### config.mk
export PLATFORM = sky130hd
export DESIGN_NAME = alu_op_sequencer_flat
export DESIGN_NICKNAME = d
export VERILOG_FILES = /design/src/rtl/alu_op_sequencer_if.sv /design/src/rtl/alu_op_sequencer.sv /design/src/flat_wrapper.sv
export SDC_FILE = /design/constraint.sdc
export NUM_CORES = 1
export LEC_CHECK = 0
export BUFFER_PORTS_ARGS = -buffer_cell sky130_fd_sc_hd__buf_2
export CAP_MARGIN = 30
export CORE_ASPECT_RATIO = 2
export CORE_MARGIN = 3
export CORE_UTILIZATION = 40
export CTS_BUF_LIST = sky130_fd_sc_hd__clkbuf_2 sky130_fd_sc_hd__clkbuf_4 sky130_fd_sc_hd__clkbuf_8
export CTS_CLUSTER_SIZE = 20
export DETAILED_ROUTE_END_ITERATION = 8
export PLACE_DENSITY = 0.84
export SLEW_MARGIN = 30
export SYNTH_ARGS = -nofsm -noshare
export SYNTH_HDL_FRONTEND = slang
export SYNTH_SLANG_ARGS = --single-unit
### constraint.sdc
create_clock -name clk -period 2.75 [get_ports clk]
set_input_delay 0.4125 -clock clk [delete_from_list [all_inputs] [get_ports clk]]
set_output_delay 0.4125 -clock clk [all_outputs]
set_load 0.02 [all_outputs]
### src/rtl/alu_op_sequencer_if.sv
// Request, ALU operand/result and response signals of the ALU op sequencer.
// Modport master is the sequencer side; slave is the control unit plus ALU side.
interface alu_op_sequencer_if #(
   parameter int unsigned WIDTH = 32
);
   logic             req_valid;
   logic             req_ready;
   logic [3:0]       req_op;
   logic [WIDTH-1:0] req_a;
   logic [WIDTH-1:0] req_b;
   logic [WIDTH-1:0] alu_a;
   logic [WIDTH-1:0] alu_b;
   logic [3:0]       alu_ctrl;
   logic [WIDTH-1:0] alu_c0;
   logic [WIDTH-1:0] alu_c1;
   logic             alu_zero;
   logic             rsp_valid;
   logic             rsp_ready;
   logic [WIDTH-1:0] rsp_lo;
   logic [WIDTH-1:0] rsp_hi;
   logic             rsp_zero;
   logic             rsp_err;

   modport master (
      input  req_valid, req_op, req_a, req_b, alu_c0, alu_c1, alu_zero, rsp_ready,
      output req_ready, alu_a, alu_b, alu_ctrl, rsp_valid, rsp_lo, rsp_hi, rsp_zero, rsp_err
   );

   modport slave (
      output req_valid, req_op, req_a, req_b, alu_c0, alu_c1, alu_zero, rsp_ready,
      input  req_ready, alu_a, alu_b, alu_ctrl, rsp_valid, rsp_lo, rsp_hi, rsp_zero, rsp_err
   );
endinterface

### src/rtl/alu_op_sequencer.sv
// Drives registered operands onto a combinational ALU, waits a settle time, captures the result.
// Optional macro ALU_SEQ_ILLEGAL_OP_TRAP_EN: ops 13-15 return an error response without waiting.
module alu_op_sequencer #(
   parameter int unsigned WIDTH      = 32,
   parameter int unsigned SHORT_WAIT = 0,
   parameter int unsigned LONG_WAIT  = 3
) (
   input logic             clk,
   input logic             rst,
   alu_op_sequencer_if.master bus
);
   typedef enum logic [1:0] {StIdle, StSettle, StResp} state_e;

   localparam logic [7:0] ShortWait = 8'(SHORT_WAIT);
   localparam logic [7:0] LongWait  = 8'(LONG_WAIT);

   state_e           state_q;
   logic [7:0]       cnt_q;
   logic [WIDTH-1:0] alu_a_q;
   logic [WIDTH-1:0] alu_b_q;
   logic [3:0]       alu_ctrl_q;
   logic [WIDTH-1:0] rsp_lo_q;
   logic [WIDTH-1:0] rsp_hi_q;
   logic             rsp_zero_q;
   logic             rsp_valid_q;
   logic             req_ready_q;
`ifdef ALU_SEQ_ILLEGAL_OP_TRAP_EN
   logic             rsp_err_q;
`endif

   logic req_long;
   logic cur_long;
   assign req_long = (bus.req_op == 4'd9) || (bus.req_op == 4'd10);
   assign cur_long = (alu_ctrl_q == 4'd9) || (alu_ctrl_q == 4'd10);

   always_ff @(posedge clk) begin
      if (rst) begin
         state_q     <= StIdle;
         cnt_q       <= '0;
         alu_a_q     <= '0;
         alu_b_q     <= '0;
         alu_ctrl_q  <= '0;
         rsp_lo_q    <= '0;
         rsp_hi_q    <= '0;
         rsp_zero_q  <= 1'b0;
         rsp_valid_q <= 1'b0;
         req_ready_q <= 1'b1;
`ifdef ALU_SEQ_ILLEGAL_OP_TRAP_EN
         rsp_err_q   <= 1'b0;
`endif
      end else begin
         unique case (state_q)
            StIdle: begin
               if (bus.req_valid) begin
                  alu_a_q     <= bus.req_a;
                  alu_b_q     <= bus.req_b;
                  alu_ctrl_q  <= bus.req_op;
                  req_ready_q <= 1'b0;
`ifdef ALU_SEQ_ILLEGAL_OP_TRAP_EN
                  if (bus.req_op >= 4'd13) begin
                     rsp_lo_q    <= '0;
                     rsp_hi_q    <= '0;
                     rsp_zero_q  <= 1'b1;
                     rsp_err_q   <= 1'b1;
                     rsp_valid_q <= 1'b1;
                     state_q     <= StResp;
                  end else
`endif
                  begin
                     cnt_q   <= req_long ? LongWait : ShortWait;
                     state_q <= StSettle;
                  end
               end
            end
            StSettle: begin
               if (cnt_q != 8'd0) begin
                  cnt_q <= cnt_q - 8'd1;
               end else begin
                  rsp_lo_q    <= bus.alu_c0;
                  // Only mul/div produce a meaningful high word.
                  rsp_hi_q    <= cur_long ? bus.alu_c1 : '0;
                  rsp_zero_q  <= bus.alu_zero;
                  rsp_valid_q <= 1'b1;
`ifdef ALU_SEQ_ILLEGAL_OP_TRAP_EN
                  rsp_err_q   <= 1'b0;
`endif
                  state_q     <= StResp;
               end
            end
            StResp: begin
               if (bus.rsp_ready) begin
                  rsp_valid_q <= 1'b0;
                  req_ready_q <= 1'b1;
                  state_q     <= StIdle;
               end
            end
            default: state_q <= StIdle;
         endcase
      end
   end

   assign bus.req_ready = req_ready_q;
   assign bus.alu_a     = alu_a_q;
   assign bus.alu_b     = alu_b_q;
   assign bus.alu_ctrl  = alu_ctrl_q;
   assign bus.rsp_valid = rsp_valid_q;
   assign bus.rsp_lo    = rsp_lo_q;
   assign bus.rsp_hi    = rsp_hi_q;
   assign bus.rsp_zero  = rsp_zero_q;
`ifdef ALU_SEQ_ILLEGAL_OP_TRAP_EN
   assign bus.rsp_err   = rsp_err_q;
`else
   assign bus.rsp_err   = 1'b0;
`endif
endmodule

### src/flat_wrapper.sv
// flat-port wrapper written by rule: the top's interface ports become plain ports
module alu_op_sequencer_flat 
#(
   parameter int unsigned WIDTH      = 32,
   parameter int unsigned SHORT_WAIT = 0,
   parameter int unsigned LONG_WAIT  = 3
)
  (clk, rst, bus_req_valid, bus_req_op, bus_req_a, bus_req_b, bus_alu_c0, bus_alu_c1, bus_alu_zero, bus_rsp_ready, bus_req_ready, bus_alu_a, bus_alu_b, bus_alu_ctrl, bus_rsp_valid, bus_rsp_lo, bus_rsp_hi, bus_rsp_zero, bus_rsp_err);
  alu_op_sequencer_if #(.WIDTH(WIDTH)) bus_i ();
  input logic clk;
  input logic rst;
  input wire logic [$bits(bus_i.req_valid)-1:0] bus_req_valid;
  input wire logic [$bits(bus_i.req_op)-1:0] bus_req_op;
  input wire logic [$bits(bus_i.req_a)-1:0] bus_req_a;
  input wire logic [$bits(bus_i.req_b)-1:0] bus_req_b;
  input wire logic [$bits(bus_i.alu_c0)-1:0] bus_alu_c0;
  input wire logic [$bits(bus_i.alu_c1)-1:0] bus_alu_c1;
  input wire logic [$bits(bus_i.alu_zero)-1:0] bus_alu_zero;
  input wire logic [$bits(bus_i.rsp_ready)-1:0] bus_rsp_ready;
  output wire logic [$bits(bus_i.req_ready)-1:0] bus_req_ready;
  output wire logic [$bits(bus_i.alu_a)-1:0] bus_alu_a;
  output wire logic [$bits(bus_i.alu_b)-1:0] bus_alu_b;
  output wire logic [$bits(bus_i.alu_ctrl)-1:0] bus_alu_ctrl;
  output wire logic [$bits(bus_i.rsp_valid)-1:0] bus_rsp_valid;
  output wire logic [$bits(bus_i.rsp_lo)-1:0] bus_rsp_lo;
  output wire logic [$bits(bus_i.rsp_hi)-1:0] bus_rsp_hi;
  output wire logic [$bits(bus_i.rsp_zero)-1:0] bus_rsp_zero;
  output wire logic [$bits(bus_i.rsp_err)-1:0] bus_rsp_err;
  assign bus_i.req_valid = bus_req_valid;
  assign bus_i.req_op = bus_req_op;
  assign bus_i.req_a = bus_req_a;
  assign bus_i.req_b = bus_req_b;
  assign bus_i.alu_c0 = bus_alu_c0;
  assign bus_i.alu_c1 = bus_alu_c1;
  assign bus_i.alu_zero = bus_alu_zero;
  assign bus_i.rsp_ready = bus_rsp_ready;
  assign bus_req_ready = bus_i.req_ready;
  assign bus_alu_a = bus_i.alu_a;
  assign bus_alu_b = bus_i.alu_b;
  assign bus_alu_ctrl = bus_i.alu_ctrl;
  assign bus_rsp_valid = bus_i.rsp_valid;
  assign bus_rsp_lo = bus_i.rsp_lo;
  assign bus_rsp_hi = bus_i.rsp_hi;
  assign bus_rsp_zero = bus_i.rsp_zero;
  assign bus_rsp_err = bus_i.rsp_err;
  alu_op_sequencer #(.WIDTH(WIDTH), .SHORT_WAIT(SHORT_WAIT), .LONG_WAIT(LONG_WAIT)) u_core (.clk(clk), .rst(rst), .bus(bus_i));
endmodule
==> run summary <==
The xor and xnor fraction of the mapped netlist area came out at 1.17%. The final cell utilization of the core came out at 55.6%. The row count came out at 58. In the synthesized netlist, mux cells make up 0% of the area. The number of I/O port buffers came out at 271.

For this run, the total global-route usage over all layers was measured as 19.9%. The analysis attributes to cell leakage a power of 3.24 nW. The setup skew after layout came out at 11.7 ps.

Compared with the post-synthesis result, the final layout area differs by 34.4%. The post-detailed-placement cell area came out at 6670 um^2. The number of buffers created by CTS came out at 17. Setup repair after global routing left no endpoint under its margin. The remaining number of nets flagged by the antenna check after routing is 0. The full die area is 14600 um^2. The instance count along the most critical hold path came out at 3.

STA classifies the critical path startpoint as a register. The area share of fa/ha/maj cells after synthesis is 0.476%. The number of flip-flops and latches in the synthesized netlist came out at 145.

The number of buffers inserted for hold repair after clock tree synthesis is 0. The run finished with clean final reports. Summing all non-filler instances in the final layout gives an area of 7070 um^2.

The clock-pin slew of the registers on the worst-case setup and hold paths is 90 ps. The count of inserted antenna diode cells came out at 0. By area, the combinational part of the netlist is dominated by simple AND/OR/NAND/NOR gates. Detailed placement finished with a half-perimeter wire length of 10700 um. STA classifies the critical path endpoint as a register.

Entering global routing, the biggest net connects 68 pins. The synthesized area per cell is 8.00 um^2. The via count normalized by instance count is 4.87. The sum of routed wire length over all layers is 14700 um. Dividing total power by cell area gives a power density of 927 nW/um^2.

At the pin with the least slew margin, the transition time is 821 ps. The number of gates resized after CTS was 0. The depth of the worst register-to-register path came out at 4. In the finished design, the share of the clock period the worst path needs comes to 79.3%. The classification of the worst setup path is reg -> reg. The fill cell instance count of the final layout came out at 1188. The via count of the first global-routing pass is 5031.

The total number of vias is 5198. The count of endpoints failing setup in the final report is 0. The worst IR drop on VDD came out at 0.585 mV. The critical path arrival is 2480 ps. The total of max-cap violations is 0. The time the final worst path needs with I/O delays and setup is 2180 ps.

The number of hold violations in the final report is 0. The met2 usage in global routing is 35.3%. The layer flagged by global routing as most heavily used is met2. The number of setup buffers added after CTS came out at 0. The number of nets in the layout is 1044.

The number of clock sinks came out at 145. The clock tree from TritonCTS is yes. The number of standard cells in the final layout excluding fillers came out at 1068. Summed over all layers, the global routing overflow is 0. Summing the areas of all compound-gate instances in the mapped netlist gives 14.3% of the synthesized area. The remaining max-slew budget at the tightest pin came out at 44.5%. The number of pins with negative max-slew slack in the final report is 0. The netlist uses 32 different library cells. In this run the horizontal extent of the chip is 87.1 um. In this run the standard cell core region covers 12700 um^2. Summing every instance area after synthesis gives 5260 um^2. The number of levels in the clock H-tree is 4. The vertical extent of the die is 168 um.

The violation count after the first detailed-route iteration is 216. The met3 routing resource usage after global routing came out at 5.14%. The routing usage on met1 came out at 20.7%.

Based on the critical path, the design can be clocked at up to 458 MHz. The fraction of final layout cells sized beyond drive strength 1 came out at 34.6%. Setup total negative slack on the finished layout was measured at 0 ps. The critical path data required time came out at 3050 ps. For the worst-skew pair, the clock arrives at the later sink with an insertion delay of 420 ps. Including well taps, the total number of placed cells is 1036. The sequential element share of the synthesized area came out at 55.2%. The initial standard-cell utilization of the core came out at 41.4%. The DRC violation count after routing is 0. The type of the tightest min-delay check is in -> reg. The total power came out at 6.55 mW. At the end of routability-driven placement, the weighted congestion stood at 0.811. The basic-gate share of the synthesized area counting and, or, nand and nor cells is 24.0%. The buffer levels on the longest clock path came out at 2.

The number of nets in the synthesized netlist is 796. The synthesized netlist cell count is 657. The clock tree root driver cell is clkbuf_8. The initial antenna violation count came to 0. The maximum fanout along the worst path is 66. The first detailed-routing pass took 7 iterations. The wire length of the first global-routing pass came out at 23300 um.

The average routed wire per standard cell came out at 13.8 um. For this run, the number of Yosys warnings is 0. For this design the top-level I/O count stands at 273.

The flop-to-flop setup slack came out at 570 ps.
-- layout make-up --
cell class | count | area [um^2] | share of cell area (%)
Sequential cell | 145 | 2900 | 41.1
Multi-Input combinational cell | 458 | 2130 | 30.1
Clock inverter | 14 | 148 | 2.09
Tap cell | 150 | 188 | 2.66
Timing Repair Buffer | 278 | 1440 | 20.3
Clock buffer | 18 | 248 | 3.51
Inverter | 5 | 18.8 | 0.266
-- stage by stage --
step / hold slack [ps] / setup WS [ps]
final: 211 / 568
after global routing: 168 / 381
after CTS: 172 / 563
after detailed placement: 441 / 570
after global placement: 434 / 590
after floorplan: 494 / 790
-- Yosys cell counts --
cell type	instances	share of area, %
a2111oi_0	1	0.17
nor2_1	13	0.93
or3_1	1	0.12
dfxtp_1	145	55
or2_2	1	0.12
a21oi_1	138	13
nor4_2	1	0.24
ha_1	2	0.48
and4b_1	1	0.19
a211o_1	1	0.17
buf_1	2	0.14
inv_1	5	0.36
nand4b_1	1	0.17
buf_2	6	0.57
conb_1	1	0.071
nand2_1	235	17
nand2b_1	4	0.48
buf_6	4	0.86
a211oi_1	4	0.57
nand3_1	33	3.1
or4_4	2	0.43
xor2_1	1	0.17
nor2b_1	1	0.12
buf_4	3	0.43
xnor2_1	6	1.0
nand3b_1	1	0.14
clkbuf_1	34	2.4
o21bai_1	2	0.29
nor4bb_1	1	0.19
or3b_2	2	0.33
nor3b_1	1	0.14
nor4_1	4	0.48
-- layer usage --
metal  vias up  wire (um)
li1       2644          -
met5         -          0
met4         0        558
met1      2307       5440
met2       206       7770
met3        41        956
-- worst max-delay path, stage by stage (launching register included) --
cell and delay, ps:
dfxtp_1 360, or4_4 590, or4_4 850, nand2_1 170
a21oi_1 70
-- sequential cells by signal (all words and copies together) (netlist names) --
register / count
u_core.bus.req_ready: 1
u_core.bus.rsp_hi: 32
u_core.bus.rsp_zero: 1
u_core.cnt_q: 8
u_core.bus.alu_b: 32
u_core.bus.rsp_valid: 1
u_core.bus.rsp_lo: 32
u_core.state_q: 2
u_core.bus.alu_ctrl: 4
u_core.bus.alu_a: 32
-- where the power goes --
group / internal [mW] / leakage, nW / switching [mW] / total (mW)
clock network: 0.775 / 0.198 / 0.895 / 1.67
logic: 0.760 / 1.86 / 1.46 / 2.22
registers: 2.44 / 1.18 / 0.217 / 2.66
total: 3.98 / 3.24 / 2.57 / 6.55
-- kinds of logic after synthesis --
kind of cell / Yosys count
other cells: 1
xor+xnor: 7
compound gates: 146
simple gates: 302
flops: 145
buf+inv: 54
fa+ha+maj: 2
-- cells in the final DEF (no fill, tap or decap), drive strengths merged, types with 4 or more instances in the layout --
cell type / count
nand3: 33
nor4: 5
clkinv: 4
buf: 278
a211oi: 4
nor2: 13
inv: 12
nand2b: 4
nand2: 235
clkbuf: 18
dfxtp: 145
xnor2: 6
a21oi: 138
-- worst paths after layout --
path	startpoint	end
setup / recovery	u_core.cnt_q[2]	u_core.bus.rsp_hi[5]
hold / removal	bus_req_a[0]	u_core.bus.alu_a[0]
setup reg to reg	u_core.cnt_q[2]	u_core.bus.rsp_hi[5]
hold reg to reg	u_core.bus.rsp_lo[29]	u_core.bus.rsp_lo[29]
(Power assumes the default switching activity.)
